<file path="src/rtl/cola_prefetch_8088_pkg.sv">
// Shared definitions for the 8088-style prefetch queue and operand capture.
// FSM encoding, queue-status codes and ModRM constants live here.
package cola_prefetch_8088_pkg;

    typedef enum logic [2:0] {
        ST_IDLE   = 3'd0,
        ST_MODRM  = 3'd1,
        ST_DISP_L = 3'd2,
        ST_DISP_H = 3'd3,
        ST_IMM    = 3'd4,
        ST_DONE   = 3'd5
    } state_t;

    localparam logic [1:0] QS_IDLE   = 2'b00;
    localparam logic [1:0] QS_FIRST  = 2'b01;
    localparam logic [1:0] QS_FLUSH  = 2'b10;
    localparam logic [1:0] QS_SUBSEQ = 2'b11;

    localparam logic [1:0] MOD_MEM    = 2'b00;
    localparam logic [1:0] MOD_DISP16 = 2'b10;
    localparam logic [1:0] MOD_REG    = 2'b11;
    localparam logic [2:0] RM_DIRECT  = 3'b110;

    function automatic logic needs_disp16(input logic [1:0] m, input logic [2:0] rm);
        return (m == MOD_DISP16) || (m == MOD_MEM && rm == RM_DIRECT);
    endfunction

    // mod=01 and mod=10 always carry a displacement; mod=00 only for direct addressing.
    function automatic logic needs_disp(input logic [1:0] m, input logic [2:0] rm);
        return (m != MOD_REG) && (m != MOD_MEM || rm == RM_DIRECT);
    endfunction

    function automatic state_t after_fields(input logic imm);
        return imm ? ST_IMM : ST_DONE;
    endfunction

endpackage

</file>
<file path="src/rtl/cola_prefetch_8088_fifo.sv">
// Byte queue for the prefetch unit: power-of-two depth, wrapping pointers,
// flush clears everything and discards a same-cycle push.
module fifo_bytes_8088 #(
    parameter int DEPTH = 4
) (
    input  logic                     i_clk,
    input  logic                     i_rst_n,
    input  logic                     i_push,
    input  logic                     i_pop,
    input  logic                     i_flush,
    input  logic [7:0]               i_data,
    output logic [7:0]               o_head,
    output logic [$clog2(DEPTH):0]   o_count
);
    localparam int PW = (DEPTH > 1) ? $clog2(DEPTH) : 1;
    localparam int CW = $clog2(DEPTH) + 1;

    logic [7:0]    r_mem [DEPTH];
    logic [PW-1:0] r_wr;
    logic [PW-1:0] r_rd;
    logic [CW-1:0] r_count;
    logic          w_push;

    assign w_push  = i_push && !i_flush;
    assign o_head  = r_mem[r_rd];
    assign o_count = r_count;

    always_ff @(posedge i_clk) begin
        if (w_push) begin
            r_mem[r_wr] <= i_data;
        end
    end

    always_ff @(posedge i_clk or negedge i_rst_n) begin
        if (!i_rst_n) begin
            r_wr    <= '0;
            r_rd    <= '0;
            r_count <= '0;
        end else if (i_flush) begin
            r_wr    <= '0;
            r_rd    <= '0;
            r_count <= '0;
        end else begin
            if (w_push) r_wr <= r_wr + PW'(1);
            if (i_pop)  r_rd <= r_rd + PW'(1);
            // push+pop together leaves the count alone
            case ({w_push, i_pop})
                2'b10:   r_count <= r_count + CW'(1);
                2'b01:   r_count <= r_count - CW'(1);
                default: r_count <= r_count;
            endcase
        end
    end

endmodule

</file>
<file path="src/rtl/cola_prefetch_8088.sv">
// 8088-style prefetch queue with ModRM/displacement/immediate capture FSM.
// Optional QS queue-status output is enabled with QUEUE_STATUS_EN.
module cola_prefetch_8088
    import cola_prefetch_8088_pkg::*;
#(
    parameter int PROF = 4
) (
    input  logic                    CLK,
    input  logic                    RST,
    input  logic [7:0]              BusDato,
    input  logic                    BusValido,
    output logic                    BusListo,
    input  logic                    Flush,
    output logic                    OpValido,
    output logic [7:0]              OpDato,
    input  logic                    OpLeer,
    input  logic                    Start,
    input  logic                    ImmEn,
    output logic [1:0]              mod,
    output logic [2:0]              RM,
    output logic [23:0]             DESP,
    output logic                    Listo,
`ifdef QUEUE_STATUS_EN
    output logic [1:0]              QS,
`endif
    output state_t                  o_state,
    output logic [$clog2(PROF):0]   o_count
);
    localparam int            CW   = $clog2(PROF) + 1;
    localparam logic [CW-1:0] FULL = CW'(PROF);

    state_t        r_state;
    logic [1:0]    r_mod;
    logic [2:0]    r_rm;
    logic [23:0]   r_desp;
    logic          r_listo;
    logic          r_imm;

    logic [7:0]    w_head;
    logic [CW-1:0] w_count;
    logic          w_have;
    logic          w_push;
    logic          w_byte_st;
    logic          w_consume;
    logic          w_op_pop;
    logic          w_pop;

    assign w_have    = (w_count != '0);
    assign BusListo  = (w_count != FULL);
    assign w_push    = BusValido && BusListo;
    assign OpValido  = w_have && (r_state == ST_IDLE);
    assign w_op_pop  = OpLeer && OpValido;
    assign w_byte_st = (r_state == ST_MODRM) || (r_state == ST_DISP_L) ||
                       (r_state == ST_DISP_H) || (r_state == ST_IMM);
    assign w_consume = w_byte_st && w_have && !Flush;
    assign w_pop     = w_op_pop || w_consume;

    fifo_bytes_8088 #(.DEPTH(PROF)) u_fifo (
        .i_clk   (CLK),
        .i_rst_n (RST),
        .i_push  (w_push),
        .i_pop   (w_pop),
        .i_flush (Flush),
        .i_data  (BusDato),
        .o_head  (w_head),
        .o_count (w_count)
    );

    assign OpDato  = w_head;
    assign mod     = r_mod;
    assign RM      = r_rm;
    assign DESP    = r_desp;
    assign Listo   = r_listo;
    assign o_state = r_state;
    assign o_count = w_count;

    always_ff @(posedge CLK or negedge RST) begin
        if (!RST) begin
            r_state <= ST_IDLE;
            r_mod   <= '0;
            r_rm    <= '0;
            r_desp  <= '0;
            r_listo <= 1'b0;
            r_imm   <= 1'b0;
        end else begin
            r_listo <= 1'b0;
            if (Flush) begin
                r_state <= ST_IDLE;
            end else begin
                case (r_state)
                    ST_IDLE: begin
                        if (Start) begin
                            r_desp  <= '0;
                            r_imm   <= ImmEn;
                            r_state <= ST_MODRM;
                        end
                    end
                    ST_MODRM: begin
                        if (w_have) begin
                            r_mod   <= w_head[7:6];
                            r_rm    <= w_head[2:0];
                            r_state <= needs_disp(w_head[7:6], w_head[2:0]) ?
                                       ST_DISP_L : after_fields(r_imm);
                        end
                    end
                    ST_DISP_L: begin
                        if (w_have) begin
                            r_desp[7:0] <= w_head;
                            r_state     <= needs_disp16(r_mod, r_rm) ?
                                           ST_DISP_H : after_fields(r_imm);
                        end
                    end
                    ST_DISP_H: begin
                        if (w_have) begin
                            r_desp[15:8] <= w_head;
                            r_state      <= after_fields(r_imm);
                        end
                    end
                    ST_IMM: begin
                        if (w_have) begin
                            r_desp[23:16] <= w_head;
                            r_state       <= ST_DONE;
                        end
                    end
                    ST_DONE: begin
                        r_listo <= 1'b1;
                        r_state <= ST_IDLE;
                    end
                    default: r_state <= ST_IDLE;
                endcase
            end
        end
    end

`ifdef QUEUE_STATUS_EN
    logic [1:0] r_qs;

    always_ff @(posedge CLK or negedge RST) begin
        if (!RST) begin
            r_qs <= QS_IDLE;
        end else if (Flush) begin
            r_qs <= QS_FLUSH;
        end else if (w_consume) begin
            r_qs <= QS_SUBSEQ;
        end else if (w_op_pop) begin
            r_qs <= QS_FIRST;
        end else begin
            r_qs <= QS_IDLE;
        end
    end

    assign QS = r_qs;
`endif

endmodule
</file>
<file path="config.mk">
export PLATFORM = sky130hd
export DESIGN_NAME = cola_prefetch_8088
export DESIGN_NICKNAME = d
export VERILOG_FILES = /design/src/rtl/cola_prefetch_8088_pkg.sv /design/src/rtl/cola_prefetch_8088_fifo.sv /design/src/rtl/cola_prefetch_8088.sv
export SDC_FILE = /design/constraint.sdc
export NUM_CORES = 1
export LEC_CHECK = 0
export CAP_MARGIN = 20
export CELL_PAD_IN_SITES_DETAIL_PLACEMENT = 0
export CELL_PAD_IN_SITES_GLOBAL_PLACEMENT = 1
export CORE_UTILIZATION = 45
export CTS_BUF_LIST = sky130_fd_sc_hd__clkbuf_4 sky130_fd_sc_hd__clkbuf_8 sky130_fd_sc_hd__clkbuf_16
export CTS_CLUSTER_DIAMETER = 40
export CTS_CLUSTER_SIZE = 16
export DETAILED_ROUTE_END_ITERATION = 10
export PLACE_DENSITY_LB_ADDON = 0.3
export SLEW_MARGIN = 20
export SYNTH_ARGS = -nofsm -noshare
export SYNTH_HDL_FRONTEND = slang
export SYNTH_SLANG_ARGS = --single-unit
</file>
<file path="constraint.sdc">
create_clock -name CLK -period 5.65 [get_ports CLK]
set_input_delay 0.8475 -clock CLK [delete_from_list [all_inputs] [get_ports CLK]]
set_output_delay 0.8475 -clock CLK [all_outputs]
set_load 0.05 [all_outputs]
</file>
==> flow_summary.ini <==
[status]
status = completed

[die]
rows = 31
chipHeight_um = 88.2
die_x_um = 88.2
dieArea_mm2 = 0.00778
initial_core_util_pct = 46.4
coreArea_mm2 = 0.00721
ios = 61

[clocking]
cts_tree = built
cts_setup_buffers = 0
clk_latency_ns = 0.34
max-clock-path-buffers = 2
ctsResizeCount = 0
cts.sinks = 73
holdBufCountCts = 0
htree_levels = 3
clkSlewWorstSetupHoldPaths_ns = 0.07
cts_buffers = 9
clock-root-buffer = clkbuf_8

[grt]
grtUsageTotal_pct = 19.1
gr-total-overflow = 0
grt_pass1_wl_mm = 11.1
antenna_found_initial = 0
grt_max_degree = 42
grt_pass1_vias = 2145

[route]
drt_iter0_markers = 141
drt.antenna.violating_nets = 0
wl_per_cell_um = 15.5
drc = 0
vias = 2263
routed_wl_mm = 6.76
drt-pass1-iter-count = 4
viasPerCell = 5.20

[min_path]
hold_path_end = DESP[1]
hold_depth = 2
hp-class = register to register
hold_start = DESP[1]

[synthesis]
synth_flop_cell = dfrtp_1
syn_inst = 270
ys_seq_area_share_pct = 59.4
yosys_warnings = 0
synth.net_count = 290
netlist_area_mm2 = 0.00334
synth_cell_type_count = 51
ys_async_sr_fraction_pct = 56.2
synth_edf_count = 32
synth-seq-cells = 73
syn_avg_cell_area_um2 = 12.4

[sta]
rsz0062_at_grt = false
min_period_ns = 3.56
tns_ns = 0
drv_slew = 0
finalSetupViolCount = 0
fin_skew_ns = 0.0120
worst_slew_pin_slew_ns = 0.973
finalCritPeriodShare_pct = 63.1
finalHoldViolCount = 0
fmax_mhz = 281
slew_headroom_pct = 34.6

[pwr]
p_per_area_mw_per_mm2 = 520
switchingPower_mw = 0.956
leakage_nw = 1.56
p_total_mw = 2.16
p_seq_share_pct = 34.5
p_int_mw = 1.21
switching_share_pct = 44.2
pwr-share-comb_pct = 46.3
ir_drop_mv = 0.196
power_frac_clock_pct = 19.2

[setup_path]
rr_startpoint = u_fifo.o_count[0]
reg2reg_to = u_fifo.o_count[2]
r2r_cells = 6
critPathKind = input port to register
critPathLaunchType = input port
rrSetupSlack_ns = 2.85
cp_max_fo = 18
cp.required_ns = 5.92
cp.arrival_ns = 3.84
crit_path_end_kind = register

[placed_design]
portBuffers = 60
dpl.hpwl_mm = 4.76
place.gp.congestion = 0.776
dp.cells = 419

[finish]
drive_above_1_share_pct = 10.4
nets = 351
final_cells = 435
area_growth_syn_to_layout_pct = 24.3
n_antenna_cell = 0
mostFrequentLayoutCell = clkdlybuf4s50_1
layout_common_cells = clkdlybuf4s50_1, nand2_1, dfrtp_1, edfxtp_1, o21ai_0
fill_cells = 610

[job]
maxCapViolations = 0
[how the worst max path moves through the flow]
stage	depth (start not counted)	end	start	slack, ns
after floorplan	9	u_fifo.o_count[2]	u_fifo.o_count[0]	2.63
after global placement	8	u_fifo.o_count[2]	Flush	1.84
after detailed placement	8	u_fifo.o_count[2]	Flush	1.76
after CTS	8	u_fifo.o_count[2]	Flush	2.13
after global routing	8	u_fifo.o_count[2]	Flush	1.95
final	8	u_fifo.o_count[2]	Flush	2.09
[cells in the mapped netlist, types with 2 or more instances]
library cell	n	area share (%)
and2_1	5	0.94
xnor2_1	3	0.79
nand2b_1	3	0.56
nand3_1	11	1.6
nor4b_1	2	0.52
o21ai_0	26	3.9
clkbuf_1	2	0.22
o22ai_1	2	0.37
mux4_2	2	1.3
nor2_1	15	1.7
and3_1	2	0.37
a211oi_2	2	0.75
nand2_1	42	4.7
dfrtp_1	41	31
nand3b_1	2	0.45
nor2b_1	2	0.37
nor3_1	4	0.60
mux2_2	7	2.4
inv_1	15	1.7
ha_1	4	1.5
mux4_1	5	3.9
a21oi_1	7	1.0
buf_6	3	1.0
edfxtp_1	32	29
clkbuf_8	5	2.1
[power groups by stage]
stage | registers [mW] | clock network, mW | logic [mW]
after floorplan | 0.922 | 0 | 0.557
after global placement | 0.761 | 0 | 0.993
after detailed placement | 0.762 | 0 | 1.00
after CTS | 0.750 | 0.422 | 1.01
after global routing | 0.763 | 0.449 | 1.07
final | 0.747 | 0.415 | 1.00
[layout make-up]
| type | count | area [um2] | area share, % |
|---|---|---|---|
| flip-flops and latches | 73 | 1990 | 47.8 |
| multi-input cells | 171 | 1190 | 28.5 |
| clock buffers | 10 | 131 | 3.16 |
| clock inverters | 6 | 68.8 | 1.66 |
| inverters | 15 | 56.3 | 1.35 |
| repair buffers | 61 | 603 | 14.5 |
| well taps | 99 | 124 | 2.98 |
[through the flow]
stage / hold slack [ns] / util [%] / area, um2 / setup WS (ns)
2_1_floorplan: 0.504 / - / 3340 / 2.63
4_1_cts: 0.487 / 57.6 / 4160 / 2.13
5_1_grt: 0.504 / 57.6 / 4160 / 1.95
6_report: 0.480 / 57.6 / 4160 / 2.09
3_3_place_gp: 0.461 / 54.8 / 3960 / 1.84
3_5_place_dp: 0.470 / 54.8 / 3960 / 1.76
[critical path, stage by stage]
cell and delay [ns]:
clkdlybuf4s50_1 0.89, nor2_1 0.22, a211oi_2 0.47, nor3_1 0.12, fa_1 0.46, or4_1 0.54, a21oi_1 0.15, o31a_1 0.13
[registers in the layout, summed over array words and instances (netlist names)]
register,count
u_fifo.r_mem,32
DESP,24
mod,2
u_fifo.o_count,3
RM,3
u_fifo.r_wr,2
u_fifo.r_rd,2
r_imm,1
Listo,1
o_state,3
[layer usage]
metal  global-route usage (%)  vias up  routed length [um]
met5                        0        -                   0
met4                     7.77        0                 105
met3                     3.73       10                 327
met2                     29.7       71                3300
met1                     26.7     1089                3030
li1                         -     1093                   -
[cells by family after synthesis]
family | Yosys count | synth area share (%)
AND/OR/NAND/NOR | 94 | 13.1
flip-flops | 73 | 59.4
AO/OA/AOI/OAI | 51 | 9.69
buffers and inverters | 26 | 5.13
multiplexers | 16 | 8.68
XOR/XNOR | 5 | 1.87
adder cells (fa/ha/maj) | 5 | 2.10
No activity file was read; power rests on OpenSTA's default activity.
